**src/rtl/mpadd_pkg.sv**
```systemverilog
// Shared types for the multi-word adder: FSM states, select encoding and overflow helper.
// Operand select is 0 for add and 1 for subtract.
package mpadd_pkg;

  typedef enum logic [1:0] {
    IDLE = 2'd0,
    RUN  = 2'd1,
    DONE = 2'd2
  } state_e;

  localparam logic SEL_ADD = 1'b0;
  localparam logic SEL_SUB = 1'b1;

  // Subtract adds ~b, so the effective second operand sign is inverted.
  function automatic logic signed_ovf(input logic a_msb, input logic b_msb,
                                      input logic sub, input logic r_msb);
    logic b_eff;
    b_eff = b_msb ^ sub;
    return (a_msb == b_eff) && (r_msb != a_msb);
  endfunction

endpackage

```
**src/rtl/regadd_word.sv**
```systemverilog
// regadd_word: N-bit add/subtract slice, a + (sel ? ~b : b) + ci, sum and carry registered.
// Latency 1 cycle; en low holds the registered sum/carry, no other backpressure.
module regadd_word
  import mpadd_pkg::*;
#(
  parameter int N = 8
) (
  input  logic         clk,
  input  logic         rst,
  input  logic         en,
  input  logic         sel,
  input  logic [N-1:0] a,
  input  logic [N-1:0] b,
  input  logic         ci,
  output logic [N-1:0] sum,
  output logic         co
);

  logic [N-1:0] b_eff;
  logic [N-1:0] sum_d, sum_q;
  logic         co_d, co_q;

  always_comb begin
    b_eff = (sel == SEL_SUB) ? ~b : b;
    {co_d, sum_d} = {1'b0, a} + {1'b0, b_eff} + {{N{1'b0}}, ci};
    if (!en) begin
      sum_d = sum_q;
      co_d  = co_q;
    end
  end

  always_ff @(posedge clk) begin
    if (rst) begin
      sum_q <= '0;
      co_q  <= 1'b0;
    end else begin
      sum_q <= sum_d;
      co_q  <= co_d;
    end
  end

  assign sum = sum_q;
  assign co  = co_q;

endmodule

```
**src/rtl/mpadd_seq.sv**
```systemverilog
// mpadd_seq: W=N*K bit add/subtract on one registered N-bit slice, LSW first; out_valid K+1 edges after accept.
// Accepts only in IDLE; result held in DONE until out_ready. Define MPADD_SEQ_OVF_EN to add the ovf output.
module mpadd_seq
  import mpadd_pkg::*;
#(
  parameter int N = 8,
  parameter int K = 4
) (
  input  logic           clk,
  input  logic           rst,
  input  logic           in_valid,
  output logic           in_ready,
  input  logic [N*K-1:0] a,
  input  logic [N*K-1:0] b,
  input  logic           select,
  input  logic           c_in,
  output logic           out_valid,
  input  logic           out_ready,
  output logic [N*K-1:0] result,
  output logic           c_out,
`ifdef MPADD_SEQ_OVF_EN
  output logic           ovf,
`endif
  output logic           busy
);

  localparam int W  = N * K;
  localparam int CW = (K > 1) ? $clog2(K) : 1;
  localparam logic [CW-1:0] LAST_WORD = CW'(K - 1);

  state_e         state_q, state_d;
  logic [CW-1:0]  cnt_q, cnt_d;
  logic           last_q, last_d;
  logic           pend_q, pend_d;
  logic [W-1:0]   a_q, a_d;
  logic [W-1:0]   b_q, b_d;
  logic           sel_q, sel_d;
  logic           cin_q, cin_d;
  logic [W-1:0]   result_q, result_d;
  logic           c_out_q, c_out_d;
  logic           out_valid_q, out_valid_d;
  logic           in_ready_q, in_ready_d;
  logic           busy_q, busy_d;
`ifdef MPADD_SEQ_OVF_EN
  logic           ovf_q, ovf_d;
`endif

  logic           slice_en;
  logic [N-1:0]   slice_a, slice_b;
  logic           slice_ci;
  logic [N-1:0]   slice_sum;
  logic           slice_co;
  logic [W-1:0]   sum_ext;

  regadd_word #(.N(N)) u_slice (
    .clk (clk),
    .rst (rst),
    .en  (slice_en),
    .sel (sel_q),
    .a   (slice_a),
    .b   (slice_b),
    .ci  (slice_ci),
    .sum (slice_sum),
    .co  (slice_co)
  );

  always_comb begin
    state_d     = state_q;
    cnt_d       = cnt_q;
    last_d      = last_q;
    pend_d      = pend_q;
    a_d         = a_q;
    b_d         = b_q;
    sel_d       = sel_q;
    cin_d       = cin_q;
    result_d    = result_q;
    c_out_d     = c_out_q;
    out_valid_d = out_valid_q;
    in_ready_d  = in_ready_q;
    busy_d      = busy_q;
`ifdef MPADD_SEQ_OVF_EN
    ovf_d       = ovf_q;
`endif

    slice_en = 1'b0;
    slice_a  = a_q[cnt_q*N +: N];
    slice_b  = b_q[cnt_q*N +: N];
    // Word 0 takes the operation's carry-in; later words chain the registered carry.
    slice_ci = (cnt_q == '0) ? cin_q : slice_co;

    sum_ext = '0;
    sum_ext[W-1 -: N] = slice_sum;

    case (state_q)
      IDLE: begin
        if (in_valid && in_ready_q) begin
          a_d        = a;
          b_d        = b;
          sel_d      = select;
          cin_d      = c_in ^ (select == SEL_SUB);
          cnt_d      = '0;
          last_d     = 1'b0;
          pend_d     = 1'b0;
          state_d    = RUN;
          in_ready_d = 1'b0;
          busy_d     = 1'b1;
        end
      end
      RUN: begin
        slice_en = !last_q;
        pend_d   = !last_q;
        if (!last_q) begin
          if (cnt_q == LAST_WORD) last_d = 1'b1;
          else                    cnt_d  = cnt_q + 1'b1;
        end
        // Each finished word enters at the top; after K shifts word 0 sits at the bottom.
        if (pend_q) result_d = (result_q >> N) | sum_ext;
        if (last_q) begin
          state_d     = DONE;
          out_valid_d = 1'b1;
          c_out_d     = slice_co;
`ifdef MPADD_SEQ_OVF_EN
          ovf_d       = signed_ovf(a_q[W-1], b_q[W-1], sel_q == SEL_SUB, slice_sum[N-1]);
`endif
        end
      end
      DONE: begin
        if (out_ready) begin
          state_d     = IDLE;
          out_valid_d = 1'b0;
          busy_d      = 1'b0;
          in_ready_d  = 1'b1;
        end
      end
      default: state_d = IDLE;
    endcase
  end

  always_ff @(posedge clk) begin
    if (rst) begin
      state_q     <= IDLE;
      cnt_q       <= '0;
      last_q      <= 1'b0;
      pend_q      <= 1'b0;
      a_q         <= '0;
      b_q         <= '0;
      sel_q       <= SEL_ADD;
      cin_q       <= 1'b0;
      result_q    <= '0;
      c_out_q     <= 1'b0;
      out_valid_q <= 1'b0;
      in_ready_q  <= 1'b1;
      busy_q      <= 1'b0;
`ifdef MPADD_SEQ_OVF_EN
      ovf_q       <= 1'b0;
`endif
    end else begin
      state_q     <= state_d;
      cnt_q       <= cnt_d;
      last_q      <= last_d;
      pend_q      <= pend_d;
      a_q         <= a_d;
      b_q         <= b_d;
      sel_q       <= sel_d;
      cin_q       <= cin_d;
      result_q    <= result_d;
      c_out_q     <= c_out_d;
      out_valid_q <= out_valid_d;
      in_ready_q  <= in_ready_d;
      busy_q      <= busy_d;
`ifdef MPADD_SEQ_OVF_EN
      ovf_q       <= ovf_d;
`endif
    end
  end

  assign in_ready  = in_ready_q;
  assign out_valid = out_valid_q;
  assign result    = result_q;
  assign c_out     = c_out_q;
  assign busy      = busy_q;
`ifdef MPADD_SEQ_OVF_EN
  assign ovf       = ovf_q;
`endif

endmodule

```
**config.mk**
```make
export PLATFORM = sky130hd
export DESIGN_NAME = mpadd_seq
export DESIGN_NICKNAME = d
export VERILOG_FILES = /design/src/rtl/mpadd_pkg.sv /design/src/rtl/regadd_word.sv /design/src/rtl/mpadd_seq.sv
export SDC_FILE = /design/constraint.sdc
export NUM_CORES = 1
export LEC_CHECK = 0
export ABC_AREA = 1
export CAP_MARGIN = 20
export CORE_UTILIZATION = 30
export DETAILED_ROUTE_END_ITERATION = 10
export GPL_ROUTABILITY_DRIVEN = 1
export PLACE_DENSITY_LB_ADDON = 0.2
export SYNTH_ARGS = -nofsm -noshare
export SYNTH_HDL_FRONTEND = slang
export SYNTH_HIERARCHICAL = 1
export SYNTH_SLANG_ARGS = --single-unit
```
**constraint.sdc**
```tcl
create_clock -name clk -period 2.37 [get_ports clk]
set_input_delay 0.237 -clock clk [delete_from_list [all_inputs] [get_ports clk]]
set_output_delay 0.237 -clock clk [all_outputs]
set_load 0.005 [all_outputs]
```
==> results.py, run 1 <==
metrics = {
    "floorplanning": {
        "fp.dieW_um": 132.0,
        "die_h_um": 132.0,
        "num_rows": 47,
        "start_util": 0.3067,
        "pin_count": 106,
        "coreArea_sq_um": 16520,
        "die-area_sq_um": 17420,
    },
    "hold_path": {
        "hp-class": "input port to register",
    },
    "clocking": {
        "root_buffer": "clkbuf_16",
        "clock_sinks": 117,
        "cts_tree": "done",
        "cts_htree_levels": 4,
        "clockBufferDepth": 2,
        "cts-buffers-inserted": 17,
        "clkLatencyLatePin_ns": 0.42,
        "cts.reportedPaths.clkPinSlew_ns": 0.06,
    },
    "logic_synthesis": {
        "yosys_warnings": 6,
        "synth_area_leaders": "dfxtp_1, nand2_1, o21ai_0, nor2_1, inv_1",
        "synthesis.nets": 778,
        "synth_area_sq_um": 5069,
        "avgSynthCellArea_sq_um": 7.272,
        "synth_cell_type_count": 31,
        "synth-seq-cells": 117,
        "yosysTopAreaCell": "dfxtp_1",
        "ys_seq_area_frac": 0.4621,
        "syn_inst": 697,
        "yosys.area.top_type_share": 0.4621,
    },
    "final_layout": {
        "fin_nets": 878,
        "finish.utilization": 0.4227,
        "syn2layout_area_growth_pct": 37.82,
        "stdcell_count": 1030,
        "diodes": 0,
        "drive_gt1_frac": 0.08395,
        "final_area_sq_um": 6985,
    },
    "power_and_ir_drop": {
        "power_frac_clock": 0.442,
        "finalPower_mw": 6.035,
        "swShare": 0.2739,
        "p_switching_mw": 1.653,
        "comb_power_share": 0.196,
        "p_seq_frac": 0.363,
        "vdd_drop_max_v": 0.0005501,
        "p_leak_nw": 3.107,
        "p_per_area_nw_per_um2": 863.9,
        "internal-power_mw": 4.382,
    },
    "sta": {
        "fin_crit_ns": 2.155,
        "clock_skew_ns": 0.007832,
        "worstMarginPinSlew_ns": 0.9970,
        "final.setup.tns_ns": 0,
        "fmax_mhz": 464.0,
        "slew_viol_final": 0,
        "finalSetupViolCount": 0,
        "timing.final.crit_share": 0.9094,
        "hold_violations": 0,
        "rsz0062_at_grt": "yes",
        "relSlewSlack": 0.3346,
    },
    "routing": {
        "vias": 4585,
        "drc": 0,
        "firstDrtPassIters": 4,
        "vias_per_cell": 4.451,
        "ant_nets": 0,
        "routed_wl_um": 13350,
        "routedWlPerCell_um": 12.96,
        "first_iter_violations": 270,
    },
    "grt": {
        "grt_pass1_wl_um": 22560,
        "grt_pass1_vias": 4496,
        "grt_usage": 0.1641,
        "antenna_found_initial": 0,
        "grt_overflow": 0,
        "grt_max_degree": 73,
    },
    "placed_design": {
        "gp_congestion": 0.8268,
        "port_buffers": 105,
        "dp_hpwl_um": 9305,
        "post-place-cells": 998,
        "post_dp_cell_area_sq_um": 6341,
    },
    "critical_path": {
        "crit_required_ns": 2.68,
        "arrival_ns": 2.47,
        "cp-end-kind": "register",
        "path_class": "register to register",
        "crit_path_max_fanout": 10,
        "start_kind": "register",
    },
    "flow_run": {
        "max_cap_violations": 0,
    },
    "outcome": {
        "status": "finished clean",
    },
}
synthesized netlist by cell type (all sizes together):
| master | number |
|---|---|
| o22ai | 1 |
| xor2 | 7 |
| buf | 29 |
| fa | 2 |
| dfxtp | 117 |
| ha | 9 |
| or2 | 1 |
| o21ai | 106 |
| nand3 | 46 |
| a31oi | 1 |
| clkinv | 1 |
| nand3b | 1 |
| clkbuf | 11 |
| inv | 68 |
| nand4 | 1 |
| xnor2 | 5 |
| a21oi | 43 |
| nor2 | 95 |
| nand2 | 153 |
cell usage in the layout, fill, tap and decap left out, types with 5 or more instances in the layout:
master	netlist	routed
clkinv_2	0	5
clkdlybuf4s50_1	0	105
nand3_1	45	45
nand2_1	147	147
nand2_2	5	5
dfxtp_1	117	115
ha_1	9	9
buf_4	2	11
clkbuf_16	0	17
nor2_1	93	92
inv_1	66	66
a21oi_1	42	41
xor2_1	7	7
o21ai_0	91	89
o21ai_1	15	17
area by class of cell:
cell class / instances / area [sq um]
Clock buffer: 18 / 429.2
Clock inverter: 14 / 185.2
Fill cell: 1707 / 9539
Inverter: 69 / 264.0
Multi-Input combinational cell: 471 / 2265
Sequential cell: 117 / 2347
Tap cell: 220 / 275.3
Timing Repair Buffer: 121 / 1220
routing by layer:
metal  vias to the layer above  wire, um  part of all wire  global-route usage
li1                       2423         -                 -                   -
met5                         -         0                 0                   0
met1                      2071      6501              0.49              0.2136
met3                        19       438             0.033             0.03383
met2                        72      6188              0.46              0.2631
met4                         0       219             0.016             0.06977
timing repair:
item / in CTS / in global routing
hold buffers: 0 / 0
setup endpoints to repair: 0 / 5
setup buffers: 0 / 0
gates resized for setup: 0 / 11
state kept, by name (all words and copies together), names as in the netlist, 2 cells and up:
register,cells
cnt_q,2
state_q,2
u_slice/sum,8
result,32
a_q,32
b_q,32
through the flow:
stage,hold slack (ns),worst slack [ns]
2_1_floorplan,0.3061,0.01123
5_1_grt,0.3655,0.001474
4_1_cts,0.3353,0.05110
3_5_place_dp,0.4609,0.07814
3_3_place_gp,0.4599,0.09191
6_report,0.3537,0.2146
worst max-delay path: stages, from the launching register on:
cell	delay, ns
dfxtp_4	0.37
buf_8	0.13
a21oi_1	0.04
o21ai_1	0.08
nand2_1	0.08
xnor2_1	0.15
fa_2	0.38
fa_2	0.38
nor2_2	0.11
nor2_1	0.05
xnor2_1	0.11
o21ai_1	0.11
inv_1	0.05
path summary, 6_finish.rpt:
kind | slack [ns] | end | depth (start not counted) | from
hold / removal | 0.35 | a_q[27] | 3 | a[27]
setup / recovery | 0.21 | u_slice/sum[4] | 12 | cnt_q[1]
setup reg to reg | 0.21 | u_slice/sum[4] | 12 | cnt_q[1]
hold reg to reg | 0.47 | a_q[7] | 2 | a_q[7]
kinds of logic (layout without fill, tap and decap cells):
group,count (synthesis),in the layout,synth area share
AO/OA/AOI/OAI,151,151,0.1518
XOR/XNOR,12,12,0.02074
AND/OR/NAND/NOR,297,297,0.2404
flip-flops,117,117,0.4621
buffers and inverters,109,222,0.09479
adder cells (fa/ha/maj),11,11,0.03012
power by group through the flow:
stage,sequential (mW),combinational [mW],clock (mW)
6_report,2.19,1.18,2.67
2_1_floorplan,2.21,0.783,0
4_1_cts,2.19,1.18,2.72
3_5_place_dp,2.23,1.17,0
5_1_grt,2.21,1.34,2.80
3_3_place_gp,2.23,1.16,0
(Power assumes the default switching activity.)
==> inputs of run 2 (changes only) <==
- SLEW_MARGIN: not set -> 0
==> results of run 2 <==
The final DEF is identical to that of run 1; final timing and power are the same.
==> inputs of run 3 (changes only) <==
- CORE_ASPECT_RATIO: not set -> 0.8
- clock period: 2.37 -> 2.2 ns (I/O delays scaled with it)
==> results.py, run 3 (synthesis gave the netlist of run 1 again) <==
metrics = {
    "floorplanning": {
        "pin_count": 106,
        "die_h_um": 118.3,
        "num_rows": 42,
        "die-area_sq_um": 17420,
        "coreArea_sq_um": 16550,
        "fp.dieW_um": 147.3,
        "start_util": 0.3062,
    },
    "clocking": {
        "cts.reportedPaths.clkPinSlew_ns": 0.06,
        "clkLatencyLatePin_ns": 0.42,
        "root_buffer": "clkbuf_16",
        "clock_sinks": 117,
        "cts_htree_levels": 4,
        "cts_tree": "done",
        "cts-buffers-inserted": 17,
        "clockBufferDepth": 2,
        "hold_buffers": 0,
    },
    "critical_path": {
        "startpoint": "cnt_q[0]",
        "arrival_ns": 2.58,
        "cpMostUsedCell": "fa_2",
        "timing.rr.start": "cnt_q[0]",
        "crit_required_ns": 2.51,
        "endpoint": "u_slice/sum[2]",
        "crit_chain": "a21oi_1, o21ai_4, nand2_2, xnor2_2, fa_2, fa_2, buf_4, xnor2_1, o21ai_1, inv_1",
        "start_kind": "register",
        "cp-end-kind": "register",
        "max_stage_delay_ns": 0.43,
        "crit_path_max_fanout": 7,
        "r2r_end": "u_slice/sum[2]",
        "path_class": "register to register",
        "crit_slowest_cell": "fa_2",
        "reg2reg_depth": 10,
        "r2r_slack_ns": -0.07,
    },
    "routing": {
        "first_iter_violations": 258,
        "ant_nets": 0,
        "routed_wl_um": 13530,
        "drc": 0,
        "vias": 4651,
        "firstDrtPassIters": 4,
        "routedWlPerCell_um": 13.02,
        "vias_per_cell": 4.476,
    },
    "grt": {
        "grt_usage": 0.1634,
        "grt_overflow": 0,
        "grt_pass1_wl_um": 22510,
        "grt_max_degree": 73,
        "grt_pass1_vias": 4457,
        "antenna_found_initial": 0,
    },
    "sta": {
        "rsz0062_at_grt": "yes",
        "timing.final.crit_share": 1.034,
        "relSlewSlack": 0.3183,
        "fin_crit_ns": 2.274,
        "worstMarginPinSlew_ns": 1.021,
        "hold_violations": 0,
        "slew_viol_final": 0,
        "fmax_mhz": 439.7,
        "finalSetupViolCount": 3,
        "fin_ws_ns": -0.07448,
        "clock_skew_ns": 0.01058,
    },
    "power_and_ir_drop": {
        "p_per_area_nw_per_um2": 961.2,
        "p_leak_nw": 3.181,
        "finalPower_mw": 6.889,
        "vdd_drop_max_v": 0.0004918,
    },
    "placed_design": {
        "dp_hpwl_um": 9256,
        "port_buffers": 105,
        "pre_cts_slack_ns": -0.02865,
        "gp_congestion": 0.8045,
        "post_dp_cell_area_sq_um": 6371,
    },
    "final_layout": {
        "fin_nets": 887,
        "final_cell_mix": "nand2_1, dfxtp_1, clkdlybuf4s50_1, nor2_1, o21ai_0",
        "syn2layout_area_growth_pct": 41.40,
        "final_area_sq_um": 7167,
        "final_common_cell": "nand2_1",
        "drive_gt1_frac": 0.1123,
        "diodes": 0,
    },
    "hold_path": {
        "hp-class": "input port to register",
    },
    "flow_run": {
        "max_cap_violations": 0,
    },
    "outcome": {
        "violations": "setup timing",
        "status": "complete, but fails checks",
    },
}
run 3: cell count changes in the layout (fill, tap and decap cells not counted), moves of 3 or more:
cell / delta
a21oi_2: +3
o21ai_0: -8
a21oi_1: -3
nand2_2: +4
buf_4: +9
o21ai_1: +5
nand2_1: -4
run 3: worst min path at each step:
stage,from,to,depth (start not counted)
after global routing,a[6],a_q[6],3
after floorplan,rst,pend_q,1
after global placement,a_q[6],a_q[6],2
after detailed placement,b_q[3],b_q[3],2
after CTS,b[4],b_q[4],3
final,b[4],b_q[4],3
run 3: timing repair:
action / in CTS / in global routing
gates cloned: 0 / 0
pin swaps: 1 / 13
resized for setup: 4 / 30
setup endpoints to repair: 5 / 6
setup buffers: 0 / 6
run 3: power by group:
| part | leakage (nW) | internal [mW] | switching [mW] |
|---|---|---|---|
| Clock | 0.320 | 2.12 | 1.00 |
| Sequential | 0.957 | 2.28 | 0.0878 |
| Combinational | 1.90 | 0.646 | 0.757 |
run 3: cell type report:
cell class | count | area, sq um
clock buffer | 18 | 429.2
timing repair buffer | 130 | 1279
tap | 220 | 275.3
multi-input combinational | 471 | 2332
sequential | 117 | 2350
inverter | 69 | 269.0
fill | 1698 | 9387
clock inverter | 14 | 232.7
run 3: per-layer routing:
layer,GRT usage,vias to the layer above,share of wire
li1,-,2441,-
met5,0,-,0
met3,0.04440,7,0.038
met2,0.2429,67,0.44
met1,0.2312,2136,0.52
met4,0.04253,0,0.0071
run 3: stage by stage:
stage,std cells,TNS (ns),hold slack (ns),utilization
floorplan,697,-0.09687,0.2891,-
global placement,1001,-0.01829,0.4588,0.3849
detailed placement,1001,-0.04525,0.4614,0.3849
CTS,1033,0,0.3367,0.4259
global route,1039,-0.6224,0.3667,0.4330
finish,1039,-0.1478,0.3481,0.4330
run 3: worst max-delay path, delay by kind of cell (launching register included):
family / cells / cell delay, ns
simple gates: 1 / 0.10
flops: 1 / 0.38
buf+inv: 2 / 0.19
fa+ha+maj: 2 / 0.79
compound gates: 3 / 0.49
xor+xnor: 2 / 0.20
